### src/rtl/vga_timing_ctrl.sv
// -----------------------------------------------------------------------------
// vga_timing_ctrl
//   Timing sequencer for the 25 MHz VGA colour-output stage. Runs the
//   horizontal/vertical counters, presents the pixel coordinate to the colour
//   source (stage 0) and produces blanking enables and sync pulses delayed one
//   clock (stage 1) so they line up with the output stage's colour register.
//   Run/stop control always stops cleanly on a frame boundary.
//
// Ports
//   clk25m       in   pixel clock
//   rst_n        in   synchronous active-low reset
//   run          in   1 = generate frames, 0 = stop at end of current frame
//   px, py       out  stage-0 column / line (equal to hcnt / vcnt)
//   pix_req      out  stage-0: coordinate inside active area
//   hen, ven     out  stage-1 horizontal / vertical active enables
//   hsync, vsync out  stage-1 sync pulses, asserted level SYNC_POL
//   frame_start  out  stage-0 pulse at hcnt=0, vcnt=0
//   line_start   out  stage-0 pulse at hcnt=0 of every line
//   frame_done   out  stage-0 pulse at the last pixel of the frame
//   busy         out  1 whenever the sequencer is not idle
//   dbg_state    out  current FSM state (0 IDLE, 1 RUN, 2 STOPPING)
//
// Handshake: there is none; run is a level. It is sampled every clock and
// only decides whether the next frame boundary ends in IDLE.
// -----------------------------------------------------------------------------
module vga_timing_ctrl #(
  parameter int   H_ACTIVE = 640,
  parameter int   H_FP     = 16,
  parameter int   H_SYNC   = 96,
  parameter int   H_BP     = 48,
  parameter int   V_ACTIVE = 480,
  parameter int   V_FP     = 10,
  parameter int   V_SYNC   = 2,
  parameter int   V_BP     = 33,
  parameter logic SYNC_POL = 1'b0
) (
  input  logic       clk25m,
  input  logic       rst_n,
  input  logic       run,
  output logic [9:0] px,
  output logic [9:0] py,
  output logic       pix_req,
  output logic       hen,
  output logic       ven,
  output logic       hsync,
  output logic       vsync,
  output logic       frame_start,
  output logic       line_start,
  output logic       frame_done,
  output logic       busy,
  output logic [1:0] dbg_state
);

  localparam int H_TOTAL = H_ACTIVE + H_FP + H_SYNC + H_BP;
  localparam int V_TOTAL = V_ACTIVE + V_FP + V_SYNC + V_BP;

  localparam logic [9:0] L_H_ACT  = 10'(H_ACTIVE);
  localparam logic [9:0] L_H_LAST = 10'(H_TOTAL - 1);
  localparam logic [9:0] L_HS_BEG = 10'(H_ACTIVE + H_FP);
  localparam logic [9:0] L_HS_END = 10'(H_ACTIVE + H_FP + H_SYNC - 1);
  localparam logic [9:0] L_V_ACT  = 10'(V_ACTIVE);
  localparam logic [9:0] L_V_LAST = 10'(V_TOTAL - 1);
  localparam logic [9:0] L_VS_BEG = 10'(V_ACTIVE + V_FP);
  localparam logic [9:0] L_VS_END = 10'(V_ACTIVE + V_FP + V_SYNC - 1);

  typedef enum logic [1:0] {
    S_IDLE     = 2'd0,
    S_RUN      = 2'd1,
    S_STOPPING = 2'd2
  } state_t;

  state_t     r_state;
  state_t     w_state_next;
  logic [9:0] r_hcnt;
  logic [9:0] r_vcnt;
  logic       r_hen;
  logic       r_ven;
  logic       r_hsync;
  logic       r_vsync;

  logic w_busy;
  logic w_h_last;
  logic w_v_last;
  logic w_frame_end;
  logic w_h_act;
  logic w_v_act;
  logic w_hs_win;
  logic w_vs_win;

  assign w_busy      = (r_state != S_IDLE);
  assign w_h_last    = (r_hcnt == L_H_LAST);
  assign w_v_last    = (r_vcnt == L_V_LAST);
  assign w_frame_end = w_busy && w_h_last && w_v_last;
  assign w_h_act     = (r_hcnt < L_H_ACT);
  assign w_v_act     = (r_vcnt < L_V_ACT);
  assign w_hs_win    = (r_hcnt >= L_HS_BEG) && (r_hcnt <= L_HS_END);
  assign w_vs_win    = (r_vcnt >= L_VS_BEG) && (r_vcnt <= L_VS_END);

  // Next-state logic. STOPPING keeps counting; run coming back mid-frame
  // simply resumes RUN without touching the counters. If run returns on the
  // very frame_done cycle, RUN wins and the next frame follows back-to-back.
  always_comb begin
    w_state_next = r_state;
    case (r_state)
      S_IDLE:     if (run) w_state_next = S_RUN;
      S_RUN:      if (!run) w_state_next = S_STOPPING;
      S_STOPPING: begin
        if (run)              w_state_next = S_RUN;
        else if (w_frame_end) w_state_next = S_IDLE;
      end
      default:    w_state_next = S_IDLE;
    endcase
  end

  always_ff @(posedge clk25m) begin
    if (!rst_n) begin
      r_state <= S_IDLE;
    end else begin
      r_state <= w_state_next;
    end
  end

  // Counters only move outside IDLE. Leaving STOPPING on frame_done lands on
  // 0/0 through the normal wrap, so IDLE always holds zeros.
  always_ff @(posedge clk25m) begin
    if (!rst_n) begin
      r_hcnt <= '0;
      r_vcnt <= '0;
    end else if (w_busy) begin
      if (w_h_last) begin
        r_hcnt <= '0;
        r_vcnt <= w_v_last ? 10'd0 : r_vcnt + 10'd1;
      end else begin
        r_hcnt <= r_hcnt + 10'd1;
      end
    end
  end

  // Stage 1: one clock behind px/py to match the output colour register.
  always_ff @(posedge clk25m) begin
    if (!rst_n) begin
      r_hen   <= 1'b0;
      r_ven   <= 1'b0;
      r_hsync <= ~SYNC_POL;
      r_vsync <= ~SYNC_POL;
    end else begin
      r_hen   <= w_busy && w_h_act;
      r_ven   <= w_busy && w_v_act;
      r_hsync <= (w_busy && w_hs_win) ? SYNC_POL : ~SYNC_POL;
      r_vsync <= (w_busy && w_vs_win) ? SYNC_POL : ~SYNC_POL;
    end
  end

  assign px          = r_hcnt;
  assign py          = r_vcnt;
  assign pix_req     = w_busy && w_h_act && w_v_act;
  assign frame_start = w_busy && (r_hcnt == 10'd0) && (r_vcnt == 10'd0);
  assign line_start  = w_busy && (r_hcnt == 10'd0);
  assign frame_done  = w_frame_end;
  assign busy        = w_busy;
  assign hen         = r_hen;
  assign ven         = r_ven;
  assign hsync       = r_hsync;
  assign vsync       = r_vsync;
  assign dbg_state   = r_state;

endmodule

### config.mk
export PLATFORM = sky130hd
export DESIGN_NAME = vga_timing_ctrl
export DESIGN_NICKNAME = d
export VERILOG_FILES = /design/src/rtl/vga_timing_ctrl.sv
export SDC_FILE = /design/constraint.sdc
export NUM_CORES = 1
export LEC_CHECK = 0
export CAP_MARGIN = 5
export CORE_UTILIZATION = 38
export CTS_CLUSTER_DIAMETER = 80
export DETAILED_ROUTE_END_ITERATION = 10
export GPL_ROUTABILITY_DRIVEN = 0
export PLACE_DENSITY = 0.63
export SYNTH_ARGS = -nofsm -noshare
export SYNTH_HDL_FRONTEND = slang
export SYNTH_SLANG_ARGS = --single-unit
### constraint.sdc
create_clock -name clk25m -period 3.1 [get_ports clk25m]
set_input_delay 0.31 -clock clk25m [delete_from_list [all_inputs] [get_ports clk25m]]
set_output_delay 0.31 -clock clk25m [all_outputs]
set_load 0.005 [all_outputs]
## Yosys cells after proc, flatten, opt, wreduce, memory -nomap -nowiden

Cells that the tools add are included.
Widths: inputs -> output; s select.

- Equality and inequality tests: 7
- Magnitude comparators: 6
- Reduce and logical (&&, ||, !) cells: 17
- Shift-type cells: 0
- Mux-type cells: 9
- Add/sub/neg operators: 2
- Divide/modulo/power cells: 0
- Bitwise operators: 0
- $mul: 0

Operators with widths:

| operator | count |
|---|---|
| $add 10x1->10 const B | 2 |
| $eq 10x10->1 const B | 2 |
| $logic_not 10->1 | 2 |
| $mux 10 | 2 |
| $logic_and 1x1->1 | 11 |
| $ge 10x10->1 const B | 1 |
| $ge 10x9->1 const B | 1 |
| $le 10x10->1 const B | 1 |
| $le 10x9->1 const B | 1 |
| $lt 10x10->1 const B | 1 |
| $lt 10x9->1 const B | 1 |
| $mux 2 | 4 |
| $pmux 2 s3 | 1 |
| $ne 2x2->1 const B | 2 |
| $ne 3x3->1 const B | 1 |
| $reduce_and 3->1 | 1 |
| $eq 2x1->1 const B | 1 |
| $eq 2x2->1 const B | 1 |
| $logic_not 2->1 | 1 |
| $mux 1 | 2 |
| $reduce_and 2->1 | 1 |
| $reduce_bool 2->1 | 1 |

- Register bits after elaboration: 26
- Bits in writable memories: 0
- ROM bits: 0
- Output and inout bits: 31
- Memories kept: 0
- Bits of input ports: 3
- Latch bits: 0

## Logic depth before layout (Yosys ltp)

- Word-level depth: 6
- Depth in mapped cells: 6
- Mapped depth without buffers: 6

## Least setup slack after synthesis

No wires, ideal clock.

- Path type: reg2out
- From: register r_hcnt[4], in the netlist px[4]
- To: output frame_start
- Stages on the path, launching flop included: 6
- Buffers on the path: 1
- Path slack: 1,427 ps
- Arrival: 1,363 ps
- Cells stage by stage: dfxtp_1 > buf_4 > nor4_1 > nand3_1 > nor4b_2 > and4_1

- Cells in the longest elaborated chain, start to end: 3

RTL lines:

| item | RTL line | source |
|---|---|---|
| start: declaration | 74 | `logic [9:0] r_hcnt;` |
| start signal: assignment | 134 | `r_hcnt <= r_hcnt + 10'd1;` |
| $logic_not 10->1 | - |  |
| $logic_and 1x1->1 | - |  |
| named net line_start | 48 | `output logic line_start,` |
| $logic_and 1x1->1 | 157 | `assign frame_start = w_busy && (r_hcnt == 10'd0) && (r_vcnt == 10'd0);` |
| end: declaration | 47 | `output logic frame_start,` |

The timed path passes the listed nets, and every way through them passes these cells.

## Final worst setup path

- From: register r_state[0], in the netlist dbg_state[0]
- To: output frame_start

- Cells in the longest elaborated chain, start to end: 3

RTL lines:

| item | RTL line | source |
|---|---|---|
| start: declaration | 72 | `state_t r_state;` |
| start signal: assignment | 119 | `r_state <= w_state_next;` |
| $reduce_bool 2->1 | 90 | `assign w_busy = (r_state != S_IDLE);` |
| $logic_and 1x1->1 (2 in series) | 157 |  |

Every way passes these cells.

==> impl_metrics.json <==
{
  "status": "finished clean",
  "grt_util_all_layers_pct": 18.6,
  "pin_count": 34,
  "ir_drop_mv": 0.241,
  "fp.dieH_um": 61.9,
  "grt_max_degree": 17,
  "final_layout_size_suffix_gt1_share_pct": 5.38,
  "setup_viol": 0,
  "final_cell_mix": "clkdlybuf4s50_1 (33), dfxtp_1 (26), nor2_1 (12), nand3_1 (12), nand2_1 (10)",
  "end_kind": "output port",
  "synth_cells": 157,
  "cts_hold_buf": 0,
  "worst_setup_path_start_kind": "flip-flop",
  "cts_buffers": 3,
  "die-area_um2": 3830,
  "drc": 0,
  "skew_ns": 0.00982,
  "design.core.area_um2": 3390,
  "cts_tree": "done",
  "power_density_nw_per_um2": 322,
  "fin_crit_sh_pct": 82.6,
  "slew_violations": 0,
  "die_w_um": 61.9,
  "seqCellArea_um2": 520,
  "worstPathArrival_ns": 2.25,
  "multi_input_area_um2": 785,
  "n_fill_cell": 321,
  "stdcell_count": 232,
  "async_reset_ff_share_pct": 0,
  "synthFlopType": "dfxtp_1",
  "route.antenna.remaining_nets": 0,
  "root_buffer": "clkbuf_4",
  "first_global_vias": 1111,
  "vias_per_cell": 5.40,
  "grt_pass1_wl_um": 5270,
  "hold_viol_final": 0,
  "antenna_cells": 0,
  "fin_nets": 194,
  "max_freq_ghz": 0.390,
  "cts_setup_buffers": 0,
  "relSlewSlack_pct": 59.4,
  "ys_ff_latch": 26,
  "clkSinkCount": 26,
  "synth_cell_type_count": 41,
  "r2r_cells": 5,
  "cp_max_fo": 8,
  "totalWireLength_um": 3170,
  "cts.clk_slew.worst_paths_ns": 0.15,
  "min_period_ns": 2.56,
  "num_vias": 1252,
  "yosysWarnings": 0,
  "clk_latency_ns": 0.32,
  "setup-tns-final_ns": 0,
  "drt_pass1_iterations": 4,
  "wire_per_inst_um": 13.7,
  "cts_resized": 0,
  "synth_area_per_cell_um2": 8.67,
  "dpl.hpwl_um": 2300,
  "worst_pin_slew_ns": 0.605,
  "numPortBuffers": 33,
  "rsz0062_at_grt": "no",
  "hp-class": "input pin to flip-flop",
  "synth_edf_count": 0,
  "critical_path_class": "flip-flop to output port",
  "crit_required_ns": 2.79,
  "power_leakage_nw": 0.602,
  "syn_nets": 164,
  "start_util_pct": 40.2,
  "dpl.cell_count": 228,
  "htreeDepth": 1,
  "min_delay_path_depth": 3,
  "ys_seq_area_share_pct": 38.2,
  "antenna_found_initial": 0,
  "grt_overflow_total": 0,
  "drtIter0Drc": 84,
  "num_rows": 21,
  "syn_area_um2": 1360,
  "layout_commonest_cell": "clkdlybuf4s50_1",
  "max_cap_violations": 0,
  "area_growth_syn_to_layout_pct": 28.4,
  "cts_buffer_depth": 2
}
## metal layers
metal | track usage (%) | share of wire [%] | vias to the layer above
li1 | - | - | 624
met1 | 25.4 | 50 | 596
met2 | 29.3 | 46 | 30
met3 | 3.93 | 3.6 | 2
met4 | 5.71 | 0.54 | 0
met5 | 0 | 0 | -
## flip-flops by register name, indices dropped and copies added, names as in the netlist
name and flops:
px 10, py 10, dbg_state 2, hen 1
hsync 1, ven 1, vsync 1
## through the flow
stage	power (mW)	hold WS, ns	utilization (%)	area, um^2	setup slack [ns]
6_report	0.562	0.517	51.6	1750	0.538
4_1_cts	0.570	0.505	51.6	1750	0.537
2_1_floorplan	0.370	0.426	-	1360	1.43
3_5_place_dp	0.396	0.513	50.5	1710	0.912
5_1_grt	0.593	0.509	51.6	1750	0.343
3_3_place_gp	0.395	0.507	50.5	1710	0.930
## worst max-delay path, cell delays in order, from the launching register on
cell	delay, ns
dfxtp_1	0.50
nor2_1	0.17
inv_1	0.13
nand3_1	0.09
nor4b_2	0.30
and4_1	0.23
clkdlybuf4s50_1	0.49
## kinds of logic after synthesis
family	count (synthesis)	synth area share (%)
simple gates	77	34.3
flops	26	38.2
fa+ha+maj	4	3.68
xor+xnor	11	7.08
compound gates	25	11.9
buf+inv	13	4.14
mux	1	0.735
## where the power goes
group | total [mW] | switching [mW] | internal [mW]
clock | 0.173 | 0.101 | 0.0718
sequential | 0.344 | 0.00497 | 0.339
combinational | 0.0454 | 0.0197 | 0.0257
## cell type report
| type | count | area share (%) |
|---|---|---|
| clock buffer | 4 | 2.08 |
| tap | 46 | 3.29 |
| multi-input combinational | 118 | 44.9 |
| inverter | 5 | 1.07 |
| timing repair buffer | 33 | 18.9 |
| sequential | 26 | 29.8 |
## final timing paths
kind,from,to,slack [ns]
min reg2reg,py[8],py[8],0.54
max reg2reg,px[1],py[4],1.16
max,dbg_state[0],frame_start,0.54
min,run,dbg_state[0],0.52
## cell usage after synthesis, types with 4 or more instances
| library cell | instances | area (um^2) |
|---|---|---|
| xnor2_1 | 6 | 52.6 |
| xor2_1 | 5 | 43.8 |
| clkbuf_1 | 4 | 15.0 |
| a21oi_1 | 8 | 40.0 |
| and4_1 | 5 | 43.8 |
| nor2_1 | 12 | 45.0 |
| nand2_1 | 10 | 37.5 |
| nor4_1 | 4 | 25.0 |
| o21ai_0 | 5 | 25.0 |
| inv_1 | 5 | 18.8 |
| nor2b_1 | 4 | 25.0 |
| ha_1 | 4 | 50.1 |
| nand3_1 | 12 | 60.1 |
| and3_1 | 5 | 31.3 |
| dfxtp_1 | 26 | 521 |
No activity file was read; power rests on OpenSTA's default activity.
==> RTL edit: new RTL, same flow settings <==
Change the parameter `SYNC_POL` from 1'b0 to 1'b1.
--- a/src/rtl/vga_timing_ctrl.sv
+++ b/src/rtl/vga_timing_ctrl.sv
@@ -32,7 +32,7 @@
   parameter int   V_FP     = 10,
   parameter int   V_SYNC   = 2,
   parameter int   V_BP     = 33,
-  parameter logic SYNC_POL = 1'b0
+  parameter logic SYNC_POL = 1'b1
 ) (
   input  logic       clk25m,
   input  logic       rst_n,
Check against the original RTL: not equivalent (a bounded check fails within 4 cycles, from zero or initial values and one cycle with rst_n low).
==> RTL edit against the unedited design <==
Count of clock-buffer cells in the layout decreased by 1. Sequential cell count unchanged. Design area down 1.0%. Non-clock buffer count is the same. Setup slack lost 0.24 ns. First-iteration DRC count up 40%. Power decreased by 4.7%. Synthesized area is 0.18% lower. Routed wire length rose by 6.7%.
==> RTL edit: results <==
group,metric,value,unit
critical_path,cp_max_fo,9,
pwr,ir_drop,0.179,mV
pwr,switchingPower,0.124,mW
pwr,p_leak,0.572,nW
clock_network,post_cts_buffers,0,
synthesis,syn_nets,168,
critical_path,crit_family,"simple AND/OR/NAND/NOR gates",
timing,finalClockSkew,0.00893,ns
job,cap_violations,0,
drt,dr.pass1.iters,4,
critical_path,crit_slowest_cell,"dfxtp_1",
run_status,status,"complete, no violations",
place,placed_area,1710,um^2
global_routing,antenna_found_initial,0,
final_layout,nets,197,
synthesis,synth_common_cells,"dfxtp_1 (26), nor2_1 (15), nand2_1 (12)",
clock_network,root_buffer,"clkbuf_4",
clock_network,cts_resized,0,
clock_network,clock_latency,0.32,ns
final_layout,drive_gt1_share,3.72,%
clock_network,cts_made_buffers,3,
drt,vias,1283,
timing,worst_pin_slew,0.530,ns
drt,drt_iter0_drc,118,
clock_network,clkTransAtPathRegs,0.14,ns
global_routing,grt_pass1_wl,5530,um
synthesis,ys_warn_count,0,
clock_network,clockBufferDepth,2,
synthesis,ys_seq_area_share,38.3,%
drt,wl_per_cell,14.5,um
clock_network,htree_levels,1,
critical_path,cp.arrival,2.49,ns
synthesis,synth.distinct_cells,45,
critical_path,max_stage_delay,0.51,ns
final_layout,diodes,0,
global_routing,grt_max_degree,14,
global_routing,grt_pass1_vias,1127,
hold_path,hp-class,"reg -> reg",
place,dp_hpwl,2500,um
global_routing,grt_use_total,20.0,%
place,portBuffers,33,
final_layout,nFillCells,325,
synthesis,async_flop_share,0,%
synthesis,synth_area_leaders,"dfxtp_1 (38%), xnor2_1 (4.5%), nor2_1 (4.1%)",
## RTL edit: worst paths after layout
| kind | start | slack, ns | end | cells after the start |
|---|---|---|---|---|
| hold / removal | px[1] | 0.53 | px[1] | 2 |
| hold reg to reg | px[1] | 0.53 | px[1] | 2 |
| setup / recovery | dbg_state[0] | 0.30 | frame_start | 6 |
| setup reg to reg | px[4] | 0.95 | py[8] | 4 |
## RTL edit: cells by family (layout without fill, tap and decap cells)
group                      Yosys count  count (layout)  share of synthesized area (%)
and+or+nand+nor                     77              77                           32.2
DFF                                 26              26                           38.3
AOI/OAI and AO/OA                   23              23                           11.6
buffers and inverters               17              44                           5.06
xor gates and xnor gates            13              13                           8.38
adders and majority gates            4               4                           3.68
muxes                                1               1                          0.737
## RTL edit: through the flow
step                cells  setup slack (ns)
finish                234             0.301
global route          234            0.0940
CTS                   234             0.330
detailed placement    231             0.713
global placement      231             0.805
floorplan             161              1.07
## RTL edit: cell type report
type	instances	area [um^2]	share of cell area [%]
multi-input cells	118	769	44.5
inverters	8	30.0	1.74
clock buffers	3	22.5	1.30
flip-flops and latches	26	520	30.1
well taps	46	57.6	3.33
repair buffers	33	330	19.1
## RTL edit: power groups by stage
stage               registers (mW)  clock network, mW  logic [mW]
finish                       0.345              0.141      0.0490
global route                 0.346              0.164      0.0551
CTS                          0.345              0.149      0.0495
floorplan                    0.350                  0      0.0234
detailed placement           0.352                  0      0.0491
global placement             0.352                  0      0.0497
## RTL edit: metal layers
layer	vias up	track usage, %	wire length [um]
met5	-	0	0
met4	0	8.25	44
met3	4	4.14	144
met2	33	32.7	1680
met1	608	25.7	1510
li1	638	-	-
## RTL edit: worst reg2reg max path, stage by stage (launching register included)
cell and delay (ns):
dfxtp_1 0.48, or4b_1 0.58, or4_4 0.57, or3_1 0.31
a21oi_1 0.15
